<file path="src/rtl/mem_arbiter_if.sv">
// mem_arbiter_if: two-core instruction/data request bus plus the shared RAM port
interface mem_arbiter_if #(
   parameter int ADDR_W = 32,
   parameter int DATA_W = 32
);
   logic [1:0]             iREN;
   logic [1:0][ADDR_W-1:0] iaddr;
   logic [1:0]             dREN;
   logic [1:0]             dWEN;
   logic [1:0][ADDR_W-1:0] daddr;
   logic [1:0][DATA_W-1:0] dstore;
   logic [1:0]             iwait;
   logic [1:0]             dwait;
   logic [1:0][DATA_W-1:0] iload;
   logic [1:0][DATA_W-1:0] dload;
   logic                   ramREN;
   logic                   ramWEN;
   logic [ADDR_W-1:0]      ramaddr;
   logic [DATA_W-1:0]      ramstore;
   logic [DATA_W-1:0]      ramload;
   logic                   ramready;
   modport master (
      output iREN, iaddr, dREN, dWEN, daddr, dstore, ramload, ramready,
      input  iwait, dwait, iload, dload, ramREN, ramWEN, ramaddr, ramstore
   );
   modport slave (
      input  iREN, iaddr, dREN, dWEN, daddr, dstore, ramload, ramready,
      output iwait, dwait, iload, dload, ramREN, ramWEN, ramaddr, ramstore
   );
endinterface

</file>
<file path="src/rtl/mem_arbiter.sv">
// mem_arbiter: round-robin arbiter giving two cores' I/D requests one shared RAM, data first
module mem_arbiter #(
   parameter int ADDR_W = 32,
   parameter int DATA_W = 32
) (
   input logic          CLK,
   input logic          RST,
   mem_arbiter_if.slave bus
);
   typedef enum logic [1:0] {IDLE = 2'd0, DGRANT = 2'd1, IGRANT = 2'd2} state_t;
   state_t            state, state_n;
   logic              gcore, gcore_n;
   logic              rr, rr_n;
   logic              active;
   logic [1:0]        dreq;
   logic [1:0]        idone, ddone;
   logic [ADDR_W-1:0] addr;
   logic [DATA_W-1:0] store;
   logic              ren, wen;
   assign dreq = bus.dREN | bus.dWEN;
   // grant state, granted core and round-robin pointer
   always_ff @(posedge CLK) begin
      if (RST) begin
         state <= IDLE;
         gcore <= 1'b0;
         rr    <= 1'b0;
      end else begin
         state <= state_n;
         gcore <= gcore_n;
         rr    <= rr_n;
      end
   end
   // pick a winner from IDLE; leave a grant on completion or when the requester gives up
   always_comb begin
      state_n = state;
      gcore_n = gcore;
      rr_n    = rr;
      active  = state == DGRANT ? dreq[gcore] : state == IGRANT ? bus.iREN[gcore] : 1'b0;
      if (state == IDLE) begin
         if (|dreq) begin
            state_n = DGRANT;
            gcore_n = dreq[rr] ? rr : ~rr;
         end else if (|bus.iREN) begin
            state_n = IGRANT;
            gcore_n = bus.iREN[rr] ? rr : ~rr;
         end
      end else if (!active) begin
         state_n = IDLE;
      end else if (bus.ramready) begin
         state_n = IDLE;
         rr_n    = ~gcore;
      end
   end
   // steer the granted core's request onto the RAM port; a write beats a read
   always_comb begin
      addr  = '0;
      store = '0;
      ren   = 1'b0;
      wen   = 1'b0;
      if (state == DGRANT) begin
         addr  = bus.daddr[gcore];
         store = bus.dstore[gcore];
         wen   = bus.dWEN[gcore];
         ren   = bus.dREN[gcore] & ~bus.dWEN[gcore];
      end else if (state == IGRANT) begin
         addr = bus.iaddr[gcore];
         ren  = bus.iREN[gcore];
      end
   end
   assign bus.ramaddr  = addr;
   assign bus.ramstore = store;
   assign bus.ramREN   = ren;
   assign bus.ramWEN   = wen;
   assign idone = (state == IGRANT && bus.ramready) ? (gcore ? 2'b10 : 2'b01) : 2'b00;
   assign ddone = (state == DGRANT && bus.ramready) ? (gcore ? 2'b10 : 2'b01) : 2'b00;
   assign bus.iwait = bus.iREN & ~idone;
   assign bus.dwait = dreq & ~ddone;
   assign bus.iload = {2{bus.ramload}};
   assign bus.dload = {2{bus.ramload}};
endmodule

</file>
<file path="src/flat_wrapper.sv">
// flat-port wrapper written by rule: the top's interface ports become plain ports
module mem_arbiter_flat 
#(
   parameter int ADDR_W = 32,
   parameter int DATA_W = 32
)
  (CLK, RST, bus_iREN, bus_iaddr, bus_dREN, bus_dWEN, bus_daddr, bus_dstore, bus_ramload, bus_ramready, bus_iwait, bus_dwait, bus_iload, bus_dload, bus_ramREN, bus_ramWEN, bus_ramaddr, bus_ramstore);
  mem_arbiter_if #(.ADDR_W(ADDR_W), .DATA_W(DATA_W)) bus_i ();
  input logic CLK;
  input logic RST;
  input wire logic [$bits(bus_i.iREN)-1:0] bus_iREN;
  input wire logic [$bits(bus_i.iaddr)-1:0] bus_iaddr;
  input wire logic [$bits(bus_i.dREN)-1:0] bus_dREN;
  input wire logic [$bits(bus_i.dWEN)-1:0] bus_dWEN;
  input wire logic [$bits(bus_i.daddr)-1:0] bus_daddr;
  input wire logic [$bits(bus_i.dstore)-1:0] bus_dstore;
  input wire logic [$bits(bus_i.ramload)-1:0] bus_ramload;
  input wire logic [$bits(bus_i.ramready)-1:0] bus_ramready;
  output wire logic [$bits(bus_i.iwait)-1:0] bus_iwait;
  output wire logic [$bits(bus_i.dwait)-1:0] bus_dwait;
  output wire logic [$bits(bus_i.iload)-1:0] bus_iload;
  output wire logic [$bits(bus_i.dload)-1:0] bus_dload;
  output wire logic [$bits(bus_i.ramREN)-1:0] bus_ramREN;
  output wire logic [$bits(bus_i.ramWEN)-1:0] bus_ramWEN;
  output wire logic [$bits(bus_i.ramaddr)-1:0] bus_ramaddr;
  output wire logic [$bits(bus_i.ramstore)-1:0] bus_ramstore;
  assign bus_i.iREN = bus_iREN;
  assign bus_i.iaddr = bus_iaddr;
  assign bus_i.dREN = bus_dREN;
  assign bus_i.dWEN = bus_dWEN;
  assign bus_i.daddr = bus_daddr;
  assign bus_i.dstore = bus_dstore;
  assign bus_i.ramload = bus_ramload;
  assign bus_i.ramready = bus_ramready;
  assign bus_iwait = bus_i.iwait;
  assign bus_dwait = bus_i.dwait;
  assign bus_iload = bus_i.iload;
  assign bus_dload = bus_i.dload;
  assign bus_ramREN = bus_i.ramREN;
  assign bus_ramWEN = bus_i.ramWEN;
  assign bus_ramaddr = bus_i.ramaddr;
  assign bus_ramstore = bus_i.ramstore;
  mem_arbiter #(.ADDR_W(ADDR_W), .DATA_W(DATA_W)) u_core (.CLK(CLK), .RST(RST), .bus(bus_i));
endmodule
</file>
<file path="config.mk">
export PLATFORM = sky130hd
export DESIGN_NAME = mem_arbiter_flat
export DESIGN_NICKNAME = d
export VERILOG_FILES = /design/src/rtl/mem_arbiter_if.sv /design/src/rtl/mem_arbiter.sv /design/src/flat_wrapper.sv
export SDC_FILE = /design/constraint.sdc
export NUM_CORES = 1
export LEC_CHECK = 0
export BUFFER_PORTS_ARGS = -buffer_cell sky130_fd_sc_hd__buf_2
export CORE_AREA = 2 2 166 168
export DETAILED_ROUTE_END_ITERATION = 10
export DIE_AREA = 0 0 168 170
export GPL_TIMING_DRIVEN = 1
export SLEW_MARGIN = 10
export SYNTH_ARGS = -nofsm -noshare
export SYNTH_HDL_FRONTEND = slang
export SYNTH_SLANG_ARGS = --single-unit
</file>
<file path="constraint.sdc">
create_clock -name CLK -period 2 [get_ports CLK]
set_input_delay 0 -clock CLK [delete_from_list [all_inputs] [get_ports CLK]]
set_output_delay 0 -clock CLK [all_outputs]
set_load 0.05 [all_outputs]
</file>
== Yosys cells after proc, flatten, opt, wreduce, memory -nomap -nowiden ==
Index checks and enable logic that the tools add are counted.
W data, S select, Z words.

* Flip-flop bits (word level): 4
* Output and inout bits: 198
* Word-level logic and storage cells: 65
* Input port bits: 233

* Bitwise gates (word level): 10
* Order comparisons: 2
* Reduce and logical (&&, ||, !) cells: 9
* Eq/ne operators: 4
* Muxes and demuxes: 37

{| class="wikitable"
|+ Operators by type and width
! operator !! number
|-
| $mux W32 || 9
|-
| $mux W1 || 20
|-
| $mux W2 || 8
|-
| $ne A3 B3 Y1 const B || 2
|-
| $and A2 B2 Y2 || 2
|-
| $lt A1 B2 Y1 const B || 2
|-
| $not A1 Y1 || 4
|-
| $not A2 Y2 || 2
|-
| $reduce_and A2 Y1 || 2
|-
| $reduce_or A2 Y1 || 2
|-
| $reduce_and A3 Y1 || 1
|-
| $eq A2 B1 Y1 const B || 1
|-
| $eq A2 B2 Y1 const B || 1
|-
| $logic_and A1 B1 Y1 || 2
|-
| $logic_not A2 Y1 || 1
|-
| $or A2 B2 Y2 || 1
|-
| $reduce_bool A2 Y1 || 1
|-
| $and A1 B1 Y1 || 1
|}

== Longest topological paths before layout ==
Gate-level depths: netlist (run 1).

* Depth in word-level cells: 6
* Depth in mapped cells: 6
* Gate-level depth less buffers: 4

== Worst setup path before layout (run 1) ==
OpenSTA, ideal clock, no wires.

* Path kind: register to output
* From: reg u_core.gcore
* To: out bus_ramREN
* Buffers on the path: 2
* Arrival time: 1862 ps
* Path slack: 138 ps
* Required time: 2000 ps
* Cell stages (with the launch flop): 7
* Cells stage by stage: dfxtp_1 > buf_2 > buf_4 > nand2_1 > nor2_1 > a21oi_1 > o21ai_0

* Word-level cells in the longest chain between the ends: 5
* Elaborated cells between the ends (all ways): 10
* Those cells by class: 8 x mux; 2 x bitwise

{| class="wikitable"
|+ Ends and longest elaborated chain
! element !! line !! RTL
|-
| start, declared || mem_arbiter.sv:12 || <nowiki>logic gcore, gcore_n;</nowiki>
|-
| start signal, assigned || mem_arbiter.sv:29 || <nowiki>gcore <= gcore_n;</nowiki>
|-
| $mux W1 (not written as such) (2 in series) || mem_arbiter.sv:64 || <nowiki>ren = bus.dREN[gcore] & ~bus.dWEN[gcore];</nowiki>
|-
| $not A1 Y1 || mem_arbiter.sv:64 ||
|-
| $and A1 B1 Y1 || mem_arbiter.sv:64 ||
|-
| $mux W1 * || mem_arbiter.sv:60 || <nowiki>if (state == DGRANT) begin</nowiki>
|-
| end, declared || flat_wrapper.sv:23 || <nowiki>output wire logic [$bits(bus_i.ramREN)-1:0] bus_ramREN;</nowiki>
|}

Every way passes the cells marked *; elsewhere a longest branch is shown, timed or not. The select of a mux whose other input is x is not followed.

== Worst setup path after layout (run 1) ==
* From: reg u_core.state[1]
* To: out bus_dwait[0]

* Word-level cells in the longest chain between the ends: 5

{| class="wikitable"
|+ Ends and longest elaborated chain
! element !! line !! RTL
|-
| start, declared || mem_arbiter.sv:11 || <nowiki>state_t state, state_n;</nowiki>
|-
| start signal, assigned || mem_arbiter.sv:28 || <nowiki>state <= state_n;</nowiki>
|-
| $eq A2 B1 Y1 || mem_arbiter.sv:75 || <nowiki>assign ddone = (state == DGRANT && bus.ramready) ? (gcore ? 2'b10 : 2'b01) : 2'b00;</nowiki>
|-
| $logic_and A1 B1 Y1 || mem_arbiter.sv:75 ||
|-
| $mux W2 || mem_arbiter.sv:75 ||
|-
| $not A2 Y2 || mem_arbiter.sv:77 || <nowiki>assign bus.dwait = dreq & ~ddone;</nowiki>
|-
| $and A2 B2 Y2 || mem_arbiter.sv:77 ||
|-
| end, declared || flat_wrapper.sv:20 || <nowiki>output wire logic [$bits(bus_i.dwait)-1:0] bus_dwait;</nowiki>
|}

No other way between the ends.

==> results.md, run 1 <==
- Using the TritonRoute via totals, the vias-per-cell ratio works out to 3.60.
- Among all stages on the critical path, the largest delay is contributed by sky130_fd_sc_hd__dfxtp_1.
- The number of top-level design ports is 431.
- The number of gates on the worst path with buffers counted is 4.
- Leaving out fill and tap cells, the most frequent cell in the layout is sky130_fd_sc_hd__buf_2.
- Entering global routing, the biggest net connects 40 pins.
- The final wirelength is 11.9 mm.
- The endpoint required time on the critical path is 2.00 ns.
- Excluding fillers, the count of instances in the completed layout stands at 832.
- The critical path arrival is 1.75 ns.
- For the pin with the worst max-slew slack, the measured transition is 0.519 ns.
- The post-cts repair resize count is 0.
- The maximum buffer depth of the clock tree is 2.
- The core footprint is 26700 µm².
- In this run, the number of DRC markers left after iteration 0 of detailed routing was 118.
- The warning count from the yosys run is 0.
- The category of the worst setup path capture point is a primary output.
- The tightest min-delay check is of the in2out type.
- The flip-flop and latch count after synthesis is 4.
- The cell family contributing the most delay on the critical path is buffers and inverters.
- The critical path goes through nand2b_2 -> buf_4 -> o32a_1 -> buf_2.
- The clock sink total is 4.
- After clock tree synthesis, the clock-pin slew on the worst setup and hold paths is 0.03 ns.
- Routability-driven placement finished with a final weighted congestion of 0.735.
- The first global-routing pass estimated 15.8 mm of wire.
- The detailed placement HPWL is 10.4 mm.
- In the final routed layout, each cell accounts on average for 14.3 µm.
- The net count of the mapped netlist is 591.
- The H-tree level count is 1.
- Of the cells placed in the final design, the portion with a size suffix greater than 1 is 58.0%.
- The setup violation total in the final timing report is 0.
- The overall track demand over capacity in global routing is 7.23%.
- The number of hold-slack violations in the final timing report is 0.
- The number of antenna violations at the first check in global routing is 3.
- The source-to-sink clock delay at the later pin of the worst-skew pair is 0.23 ns.
- The proportion of synthesized chip area in sequential cells is 2.96%.
- The number of instances in the synthesized netlist is 358.
- In this run the remaining antenna-violating nets after routing total 0.
- The minimum hold slack is 0.0000339 ns.
- Along the worst path, the maximum fanout reaches 39.
- Counting instances, the worst hold path has a depth of 0.
- Summing all non-filler instances in the final layout gives an area of 3600 µm².
- The leakage power summed over all cells is 1.75 nW.
- The area of the mapped netlist is 2710 µm².
- Adding up every negative setup slack in the final design gives 0 ns.
- The combined buffer and inverter count along the critical path is 2.
- Counting the buffers created by CTS gives 3.
- The die boundary width is 168 µm.
- For this run, the top clock speed supported by timing is 571 MHz.
- Once the floorplan was initialized, standard cells occupied 10.2% of the core.
- The cell area reported after detailed placement is 3520 µm².
- Setup repair after global routing left no endpoint under its margin.
- The final layout net count is 722.
- The die span in y is 170 µm.
- The largest stage delay on the critical path is 0.45 ns.
- The count of TritonRoute iterations in the first routing pass is 4.
- Leaving out fill and tap cells, the most frequent cells in the layout are 269 x sky130_fd_sc_hd__buf_2, 98 x sky130_fd_sc_hd__mux2i_1, 41 x sky130_fd_sc_hd__nor2_1, 33 x sky130_fd_sc_hd__o22ai_1, 5 x sky130_fd_sc_hd__buf_12.
- The total power divided by cell area is 466 nW/µm².
- The number of maximum-capacitance constraint violations is 0.
- The floorplan step defined a die boundary enclosing 28600 µm².
- The critical path start-end classification is reg2out.
- The number of global-route vias before repair is 2791.
- The run finished with clean final reports.
- The headroom to the max-slew limit is 65.1%.
- The period utilization is 87.6%.
- The hold buffer count at CTS is 0.
- The startpoint class of the critical path is a register.
- The per-instance average area after synthesis is 7.56 µm².
- Relative to the synthesized area, the layout overhead comes to 33.1%.
- The final route contains 2992 vias.
- The synthesized design contains 0 enable-type register cells.
- The commonest register cell after synthesis is sky130_fd_sc_hd__dfxtp_1.
- Counting distinct cell types in the post-synthesis netlist gives 26.
- After layout, the minimum clock period comes to 1.75 ns.
- The TritonCTS clock tree is built.
- The floorplan has 60 rows.
- The cell total after placement is 825.
- Across the routed clock network, the largest skew measured is 0.00376 ns.
- In the synthesized netlist the async set-or-reset flop fraction comes to 0%.
- For this run, design rule violations remaining after detail routing come to 0.
- The worst voltage drop across the vdd grid is 229 µV.
- The final-report max-slew violation count is 0.
- The number of setup buffers added after CTS is 0.
- The number of cells traversed by the worst register-to-register path is 4.
- The total overflow left after global routing is 0.
- The quantity of I/O buffers inserted on ports is 270.
- The CTS root buffer is sky130_fd_sc_hd__clkbuf_16.
worst paths after layout:
path                                              startpoint                      endpoint  slack (ns)
worst min register to register  u_core.state[1]$_SDFFE_PP0P_  u_core.state[1]$_SDFFE_PP0P_        0.58
worst min-delay path                          bus_ramload[9]                 bus_dload[41]     0.00003
worst max-delay path            u_core.state[1]$_SDFFE_PP0P_                  bus_dwait[0]        0.25
worst max register to register     u_core.gcore$_SDFFE_PP0P_        u_core.rr$_SDFFE_PP0P_        0.48
sequential cells by signal, indices dropped and copies added, names as in the netlist:
name	count
u_core.rr	1
u_core.gcore	1
u_core.state	2
metrics by stage:
step	util, %	total power [mW]	worst slack [ns]
2_1_floorplan	-	1.62	0.138
3_3_place_gp	13.2	1.36	0.482
3_5_place_dp	13.2	1.37	0.469
4_1_cts	13.5	1.70	0.266
5_1_grt	13.5	1.77	0.119
6_report	13.5	1.68	0.248
cell families (layout without fill, tap and decap cells):
group / after synthesis / after routing / synth area share [%]
DFF: 4 / 4 / 2.96
AOI/OAI and AO/OA: 46 / 46 / 10.9
buffers and inverters: 153 / 283 / 40.6
muxes: 99 / 99 / 36.6
other: 0 / 3 / 0
and+or+nand+nor: 56 / 56 / 8.92
synth_stat cells (2+ instances only):
master,instances,share of area [%]
sky130_fd_sc_hd__nor3_1,3,0.55
sky130_fd_sc_hd__o22ai_1,33,7.6
sky130_fd_sc_hd__nand2_1,3,0.42
sky130_fd_sc_hd__a21oi_1,3,0.55
sky130_fd_sc_hd__nand2b_1,3,0.69
sky130_fd_sc_hd__dfxtp_1,4,3.0
sky130_fd_sc_hd__a31oi_1,4,0.92
sky130_fd_sc_hd__mux2i_1,98,36
sky130_fd_sc_hd__buf_1,3,0.42
sky130_fd_sc_hd__nor2b_1,3,0.69
sky130_fd_sc_hd__nor2_1,41,5.7
sky130_fd_sc_hd__buf_4,134,37
sky130_fd_sc_hd__inv_1,2,0.28
sky130_fd_sc_hd__buf_2,12,2.2
report_power, final:
group          total, mW  leakage, nW  internal (mW)  switching, mW
sequential         0.111       0.0336         0.0867         0.0238
combinational       1.24         1.68          0.446          0.797
clock              0.325       0.0382          0.264         0.0612
cell type report:
cell class	count	area (µm²)
antenna	3	7.51
clock buffer	4	78.8
fill	3071	23000
inverter	2	7.51
multi-input combinational	201	1530
sequential	4	83.8
tap	341	427
timing repair buffer	277	1470
routing by layer:
layer / track usage (%) / vias up / routed length, µm
li1: - / 1390 / -
met1: 7.71 / 1297 / 4400
met2: 13.4 / 251 / 5620
met3: 1.56 / 54 / 1300
met4: 3.86 / 0 / 536
met5: 0 / - / 0
(Power assumes the default switching activity.)
==> run 2, diff against run 1 <==
--- a/config.mk
+++ b/config.mk
@@ -5,11 +5,12 @@
 export SDC_FILE = /design/constraint.sdc
 export NUM_CORES = 1
 export LEC_CHECK = 0
-export BUFFER_PORTS_ARGS = -buffer_cell sky130_fd_sc_hd__buf_2
+export BUFFER_PORTS_ARGS = -buffer_cell sky130_fd_sc_hd__buf_4
 export CORE_AREA = 2 2 166 168
 export DETAILED_ROUTE_END_ITERATION = 10
 export DIE_AREA = 0 0 168 170
 export GPL_TIMING_DRIVEN = 1
+export SETUP_SLACK_MARGIN = 0.05
 export SLEW_MARGIN = 10
 export SYNTH_ARGS = -nofsm -noshare
 export SYNTH_HDL_FRONTEND = slang
==> results.md, run 2 (synthesized netlist as in run 1, its figures left out) <==
- The flow ran to the end, and the final reports show no timing, DRC or antenna violations.
- In this run the critical register-to-register path is captured at u_core.rr$_SDFFE_PP0P_.
- The launch point of the worst reg-to-reg path is u_core.gcore$_SDFFE_PP0P_.
- The flip-flop count of the largest register after layout is 2.
- The path class of the lowest-slack min-delay path is in2out.
- At the pin with the least slew margin, the transition time is 0.469 ns.
- The number of buffers added by the clock tree synthesis step is 3.
- The region available for standard cell placement spans 26700 µm².
- Once layout is complete, the cells apart from fillers number 830.
- Setup repair after global routing left no endpoint under its margin.
- After detailed placement, the design holds a cell count of 825.
- The final wirelength is 12.7 mm.
- The number of cells on the worst reg-to-reg path is 4.
- After the first detailed-routing iteration, the DRC count stood at 138.
- The clock sink total is 4.
- Global routing finished with a remaining overflow of 0.
- The most common cell after layout, fill and taps aside is sky130_fd_sc_hd__buf_4.
- From synthesis to final layout, the design area changed by 58.5%.
- Counting flops per register, the top entry is u_core.state.
- The number of hold-slack violations in the final timing report is 0.
- Once the floorplan was initialized, standard cells occupied 10.2% of the core.
- The analysis attributes to cell leakage a power of 1.96 nW.
- Pin placement for this block handled 431 I/O pins.
- The largest fanout on the critical path is 41.
- The net count of the finished layout is 723.
- The critical path goes through buf_12 -> mux2i_1 -> o22ai_1 -> buf_4.
- For this run, the slowest stage of the critical path takes 0.51 ns.
- The antenna diode count is 0.
- Derived from the worst setup path, the maximum achievable clock frequency is 595 MHz.
- The number of global-route vias before repair was 2897.
- The initialized floorplan defines 60 standard-cell rows.
- The number of design rule violations left after detail routing is 0.
- The startpoint class of the critical path is a register.
- STA classifies the critical path endpoint as a primary output.
- The largest net degree at the start of global routing is 42.
- The period utilization is 84.1%.
- The endpoint required time on the critical path is 2.00 ns.
- The detailed placement HPWL is 10.9 mm.
- The first detailed-routing pass took 4 iterations.
- In this run the clock root is driven by a sky130_fd_sc_hd__clkbuf_16.
- The vias after detailed routing is 2926.
- The die boundary width is 168 µm.
- Across the routed clock network, the largest skew measured is 0.00232 ns.
- Setup total negative slack on the finished layout was measured at 0 ns.
- The setup check on the worst reg-to-reg path leaves a slack of 0.53 ns.
- The largest registers in the layout are u_core.state (2), u_core.gcore (1), u_core.rr (1).
- In this run the vertical extent of the chip is 170 µm.
- The critical path start-end classification is reg2out.
- The fraction of layout instances using a drive strength above 1 is 57.9%.
- The global-route wire length before repair is 17.7 mm.
- The number of antenna violations at the first check in global routing is 1.
- The average wire length per cell after detail routing is 15.3 µm.
- The worst hold path passes through 0 cells.
- The critical path arrival is 1.68 ns.
- TritonCTS built the clock tree.
- The final critical delay including setup and external delays is 1.68 ns.
- No sink is reached through more buffers than the 2 on the longest clock path.
- The H-tree level count is 1.
- Input and output buffers added on the ports amount to 270.
- The total power divided by cell area is 436 nW/µm².
- The source-to-sink clock delay at the later pin of the worst-skew pair is 0.23 ns.
- Leaving out fill and tap cells, the most frequent cells in the layout are 271 x sky130_fd_sc_hd__buf_4, 98 x sky130_fd_sc_hd__mux2i_1, 41 x sky130_fd_sc_hd__nor2_1, 33 x sky130_fd_sc_hd__o22ai_1, 6 x sky130_fd_sc_hd__buf_12.
- The placer's final routability congestion estimate is 0.717.
- The post-detailed-route count of antenna-violating nets is 0.
- The clock-pin slew reported for the worst setup and hold paths after clock tree synthesis is 0.03 ns.
- The number of maximum-capacitance constraint violations is 0.
- In this run the tightest slew margin relative to its limit is 68.4%.
- The overall track demand over capacity in global routing is 8.12%.
- The path with the worst hold slack has its endpoint at bus_dload[41].
- The final-report max-slew violation count is 0.
- Using the TritonRoute via totals, the vias-per-cell ratio works out to 3.53.
- The full die area is 28600 µm².
- Setup violations remaining at the end of the flow were counted as 0.
- The worst hold path begins at bus_ramload[9].
- The total power of the final layout is 1.87 mW.
- For this design, the slowest cell found on the critical path is sky130_fd_sc_hd__dfxtp_4.
- The worst voltage drop across the vdd grid is 287 µV.
## run 2: cell count changes in the layout (fill, tap and decap cells not counted), sizes merged
cell         previous run  this run
diode                   3         0
dlygate4sd3             0         1
## run 2: area by class of cell
cell class | count | area, µm²
repair buffers | 278 | 2160
clock buffers | 4 | 78.8
multi-input cells | 201 | 1530
flip-flops and latches | 4 | 83.8
well taps | 341 | 427
inverters | 2 | 7.51
fillers | 3033 | 22400
## run 2: worst max path at each step
| stage | slack (ns) | from | to |
|---|---|---|---|
| 2_1_floorplan | 0.14 | u_core.gcore$_SDFFE_PP0P_ | bus_ramREN |
| 3_3_place_gp | 0.42 | u_core.gcore$_SDFFE_PP0P_ | bus_ramstore[18] |
| 3_5_place_dp | 0.43 | u_core.gcore$_SDFFE_PP0P_ | bus_ramstore[18] |
| 4_1_cts | 0.19 | u_core.gcore$_SDFFE_PP0P_ | bus_ramstore[18] |
| 5_1_grt | 0.15 | u_core.gcore$_SDFFE_PP0P_ | bus_ramstore[18] |
| 6_report | 0.32 | u_core.gcore$_SDFFE_PP0P_ | bus_ramaddr[13] |
## run 2: where the power goes
group	internal (mW)	switching, mW	total (mW)	leakage (nW)
Clock	0.264	0.0622	0.326	0.0382
Combinational	0.625	0.810	1.44	1.88
Sequential	0.0867	0.0204	0.107	0.0336
## run 2: worst max-delay path: cells and delay by family (launching register included)
kind / cells / cell delay [ns]
muxes: 1 / 0.28
DFF: 1 / 0.51
AOI/OAI and AO/OA: 1 / 0.10
buffers and inverters: 2 / 0.50
## run 2: layer usage
layer | up-vias | wire, µm | part of all wire, % | GRT usage [%]
met5 | - | 10 | 0.079 | 0
met2 | 237 | 6020 | 47 | 14.5
met4 | 2 | 442 | 3.5 | 3.29
met1 | 1261 | 4650 | 37 | 8.99
li1 | 1380 | - | - | -
met3 | 46 | 1570 | 12 | 2.53
## run 2: per-stage QoR
step	hold slack (ns)	utilization (%)	instance area (µm²)	setup WS [ns]
floorplan	0.0768	-	2710	0.138
global placement	0.000810	15.8	4200	0.417
detailed placement	0.000810	15.8	4200	0.431
CTS	0.000810	16.1	4290	0.188
global route	0.000185	16.1	4290	0.148
finish	0.0000406	16.1	4290	0.318
## run 2: repair_timing
item                                   in CTS  in global routing
gates resized for setup                     0                  0
setup buffers                               0                  0
endpoints found under the hold margin       2                  0
hold buffers                                1                  0
==> run 3, diff against run 2 <==
--- a/config.mk
+++ b/config.mk
@@ -5,10 +5,11 @@
 export SDC_FILE = /design/constraint.sdc
 export NUM_CORES = 1
 export LEC_CHECK = 0
+export ABC_AREA = 1
 export BUFFER_PORTS_ARGS = -buffer_cell sky130_fd_sc_hd__buf_4
-export CORE_AREA = 2 2 166 168
+export CORE_AREA = 2 2 170 172
 export DETAILED_ROUTE_END_ITERATION = 10
-export DIE_AREA = 0 0 168 170
+export DIE_AREA = 0 0 172 174
 export GPL_TIMING_DRIVEN = 1
 export SETUP_SLACK_MARGIN = 0.05
 export SLEW_MARGIN = 10
==> constraint.sdc (replaced) <==
create_clock -name CLK -period 1.7 [get_ports CLK]
set_input_delay 0 -clock CLK [delete_from_list [all_inputs] [get_ports CLK]]
set_output_delay 0 -clock CLK [all_outputs]
set_load 0.05 [all_outputs]
==> results.md, run 3 <==
- In this run the number of H-tree levels came out at 1.
- For the finished layout, the period the worst path requires is 1.63 ns.
- The flow ran to the end, and the final reports show no timing, DRC or antenna violations.
- After the last flow step, the layout net total stands at 844.
- At the end of routability-driven placement, the weighted congestion stood at 0.784.
- Of all cell types, the one taking the most synthesized area is sky130_fd_sc_hd__buf_4.
- The met1 wire length is 4.57 mm.
- The number of filler cells placed in the layout is 3328.
- The most common cell after layout, fill and taps aside is sky130_fd_sc_hd__buf_4.
- In this run the count of I/O pins placed on the die edge is 431.
- The total met3 wirelength after detailed routing is 1.78 mm.
- The HPWL after detailed placement is 10.5 mm.
- After synthesis, the cell types taking the most area are sky130_fd_sc_hd__buf_4 37%, sky130_fd_sc_hd__o21ai_0 12%, sky130_fd_sc_hd__nand2_1 11%.
- Counting the buffers created by CTS gives 3.
- The final-report max-slew violation count was 0.
- The most common cell in the synthesized netlist is sky130_fd_sc_hd__buf_4.
- TritonCTS built the clock tree.
- Once layout is done, the placed cells without fillers occupy 4370 µm².
- The overall track demand over capacity in global routing is 7.41%.
- The quantity of I/O buffers inserted on ports is 270.
- The initialized floorplan defines 62 standard-cell rows.
- The fraction of layout instances using a drive strength above 1 is 49.2%.
- Setup repair after global routing could not meet its margin everywhere.
- The commonest register cell after synthesis is sky130_fd_sc_hd__dfxtp_1.
- The internal power consumption is 1.13 mW.
- In this run the mean area of a mapped cell was 5.58 µm².
- The number of antenna violations at the first check in global routing is 0.
- The routed length on met2 is 6.77 mm.
- The share of synthesized registers carrying an async set or reset is 0%.
- The final core utilization is 15.5%.
- IR analysis of the VDD net gives a maximum drop of 321 µV.
- For this run, design rule violations remaining after detail routing come to 0.
- The switching share of total power is 52.8%.
- The initial DRC count is 134.
- The synthesized netlist occupies a cell area of 2680 µm².
- The number of different library cells in the post-synthesis netlist is 23.
- Clock skew on the completed layout was measured at 0.00425 ns.
- The detail route stage leaves a number of antenna-violating nets equal to 0.
- The worst setup path is of the reg2out kind.
- The endpoint required time on the critical path is 1.70 ns.
- The category of the worst setup path capture point is a primary output.
- At the placement stage, the worst setup path has a slack of 0.289 ns.
- Setup violations remaining at the end of the flow were counted as 0.
- The proportion of synthesized chip area in sequential cells is 2.99%.
- The largest registers in the layout are u_core.state (2), u_core.gcore (1), u_core.rr (1).
- The clock network is responsible for 16.0% of the overall power.
- The count of TritonRoute iterations in the first routing pass is 4.
- The worst path setup slack after routing is 0.0749 ns.
- Along the worst path, the maximum fanout reaches 19.
- The startpoint class of the critical path is a register.
- The number of global-route vias before repair came to 3414.
- The average wire length per cell after detail routing is 13.6 µm.
- The floorplan step defined a die boundary enclosing 29900 µm².
- At the later pin of the worst-skew pair, clock insertion delay measures 0.23 ns.
- The tree built by TritonCTS fans out to 4 sinks.
- Of the total power, registers draw 5.0%.
- The largest net degree at the start of global routing is 47.
- The clock-pin slew reported for the worst setup and hold paths after clock tree synthesis is 0.03 ns.
- The placed instances occupy a cell area of 4180 µm².
- For the pin with the worst max-slew slack, the measured transition is 0.592 ns.
- The number of maximum-capacitance constraint violations is 0.
- In this run the power spent charging and discharging nets is 1.26 mW.
- For this run, the top clock speed supported by timing is 615 MHz.
- The clock passes through at most 2 buffers.
- 0 antenna diodes ended up in the layout.
- The period utilization is 95.6%.
- The synthesized design contains 4 register bits.
- Summed over all failing endpoints, the final setup total negative slack is 0 ns.
- The tree is rooted in a sky130_fd_sc_hd__clkbuf_16.
- By count the netlist is led by 133 x sky130_fd_sc_hd__buf_4, 78 x sky130_fd_sc_hd__nand2_1, 77 x sky130_fd_sc_hd__nor2_1.
- The first global-routing pass estimated 17.4 mm of wire.
- The cell count after synthesis came out at 480.
- STA puts the critical path data arrival time at 1.63 ns.
- Yosys printed 0 warnings.
- The number of hold-slack violations in the final timing report came to 0.
- Leaving out fill and tap cells, the most frequent cells in the layout are 273 x sky130_fd_sc_hd__buf_4, 78 x sky130_fd_sc_hd__nand2_1, 77 x sky130_fd_sc_hd__nor2_1, 64 x sky130_fd_sc_hd__o21ai_0, 34 x sky130_fd_sc_hd__a21oi_1.
- Combinational logic is responsible for 79.0% of the overall power.
- Counting flops per register, the top entry is u_core.state.
- From bottom edge to top edge, the die measures 174 µm.
- Synthesis produced a netlist with a net count of 713.
- Detailed routing inserted a total of 3550 vias.
- The total power of the final layout is 2.39 mW.
- Dividing the detail-routed via count by the number of cells gives 3.57.
- For this block, the routed nets add up to 13.5 mm of wire.
- The floorplan step set the die width to 172 µm.
- In this run the static leakage power is 2.07 nW.
- For this design the ratio of total power to cell area is 547 nW/µm².
- The core footprint is 28200 µm².
- After global routing the overflow that remains totals 0.
- The path class of the lowest-slack min-delay path is in2out.
- The register with the most flip-flops in the layout has 2 of them.
- The initial utilization of the core area, before any placement, comes to 9.49%.
- The area overhead of the layout relative to synthesis is 63.1%.
- The worst pin sits at a relative slew slack of 60.4%.
- The synthesized design contains 0 enable-type register cells.
- The uppermost signal routing layer after detailed routing is met4.
- The fraction of post-synthesis cell area in the top cell type by area is 37.3%.
run 3: changes by cell type after synthesis, moves of 4 or more:
cell,delta
sky130_fd_sc_hd__mux2i_1,-97
sky130_fd_sc_hd__nand2_1,+75
sky130_fd_sc_hd__o21ai_0,+63
sky130_fd_sc_hd__nor2_1,+36
sky130_fd_sc_hd__a21oi_1,+31
sky130_fd_sc_hd__inv_1,+6
sky130_fd_sc_hd__buf_2,+5
sky130_fd_sc_hd__nand3_1,+5
sky130_fd_sc_hd__clkbuf_1,+4
run 3: through the flow:
stage | instances | hold slack, ns
floorplan | 480 | 0.0669
global placement | 984 | 0.000815
detailed placement | 984 | 0.000815
CTS | 989 | 0.000815
global route | 994 | 0.000196
finish | 994 | 0.0000339
run 3: layout make-up:
type                       instances  area (µm²)  share of cell area (%)
inverter                          12        50.0                    1.15
timing repair buffer             285        2260                    51.8
tap                              384         480                    11.0
multi-input combinational        305        1410                    32.2
sequential                         4        87.6                    2.01
clock buffer                       4        78.8                    1.80
run 3: worst paths after layout:
kind	slack [ns]	to	startpoint	depth (start not counted)
setup / recovery	0.07	bus_ramaddr[10]	u_core.state[0]$_SDFFE_PP0P_	6
hold / removal	0.00003	bus_dload[39]	bus_ramload[7]	0
setup reg to reg	0.33	u_core.state[1]$_SDFFE_PP0P_	u_core.state[0]$_SDFFE_PP0P_	8
hold reg to reg	0.55	u_core.rr$_SDFFE_PP0P_	u_core.rr$_SDFFE_PP0P_	4
run 3: cell families after synthesis:
family,share of synthesized area [%]
AO/OA/AOI/OAI,27.4
buffers and inverters,44.5
flip-flops,2.99
multiplexers,0.374
AND/OR/NAND/NOR,24.8
run 3: power groups by stage:
stage	clock (mW)	sequential (mW)	combinational, mW
2_1_floorplan	0	0.112	1.90
3_3_place_gp	0	0.119	1.85
3_5_place_dp	0	0.119	1.86
4_1_cts	0.386	0.118	1.87
5_1_grt	0.397	0.122	2.02
6_report	0.382	0.120	1.89
run 3: worst max-delay path, cell delays in order, from the launching register on:
cell                      delay (ns)
sky130_fd_sc_hd__dfxtp_1        0.40
sky130_fd_sc_hd__inv_2          0.06
sky130_fd_sc_hd__nor2_4         0.11
sky130_fd_sc_hd__buf_4          0.25
sky130_fd_sc_hd__o21ai_0        0.17
sky130_fd_sc_hd__o22ai_1        0.16
sky130_fd_sc_hd__buf_4          0.23
run 3: what timing repair did:
item | 4_1_cts | 5_1_grt
setup buffers | 0 | 2
endpoints found under the setup margin | 1 | 29
cloned | 0 | 3
pin swaps | 0 | 2
hold buffers | 1 | 0
hold endpoints to repair | 2 | 0
gates resized for setup | 0 | 4
run 3: per-layer routing:
layer / GRT usage (%) / vias to the layer above
met4: 3.57 / 0
met2: 13.9 / 272
met3: 2.76 / 37
met5: 0 / -
met1: 7.01 / 1528
li1: - / 1713
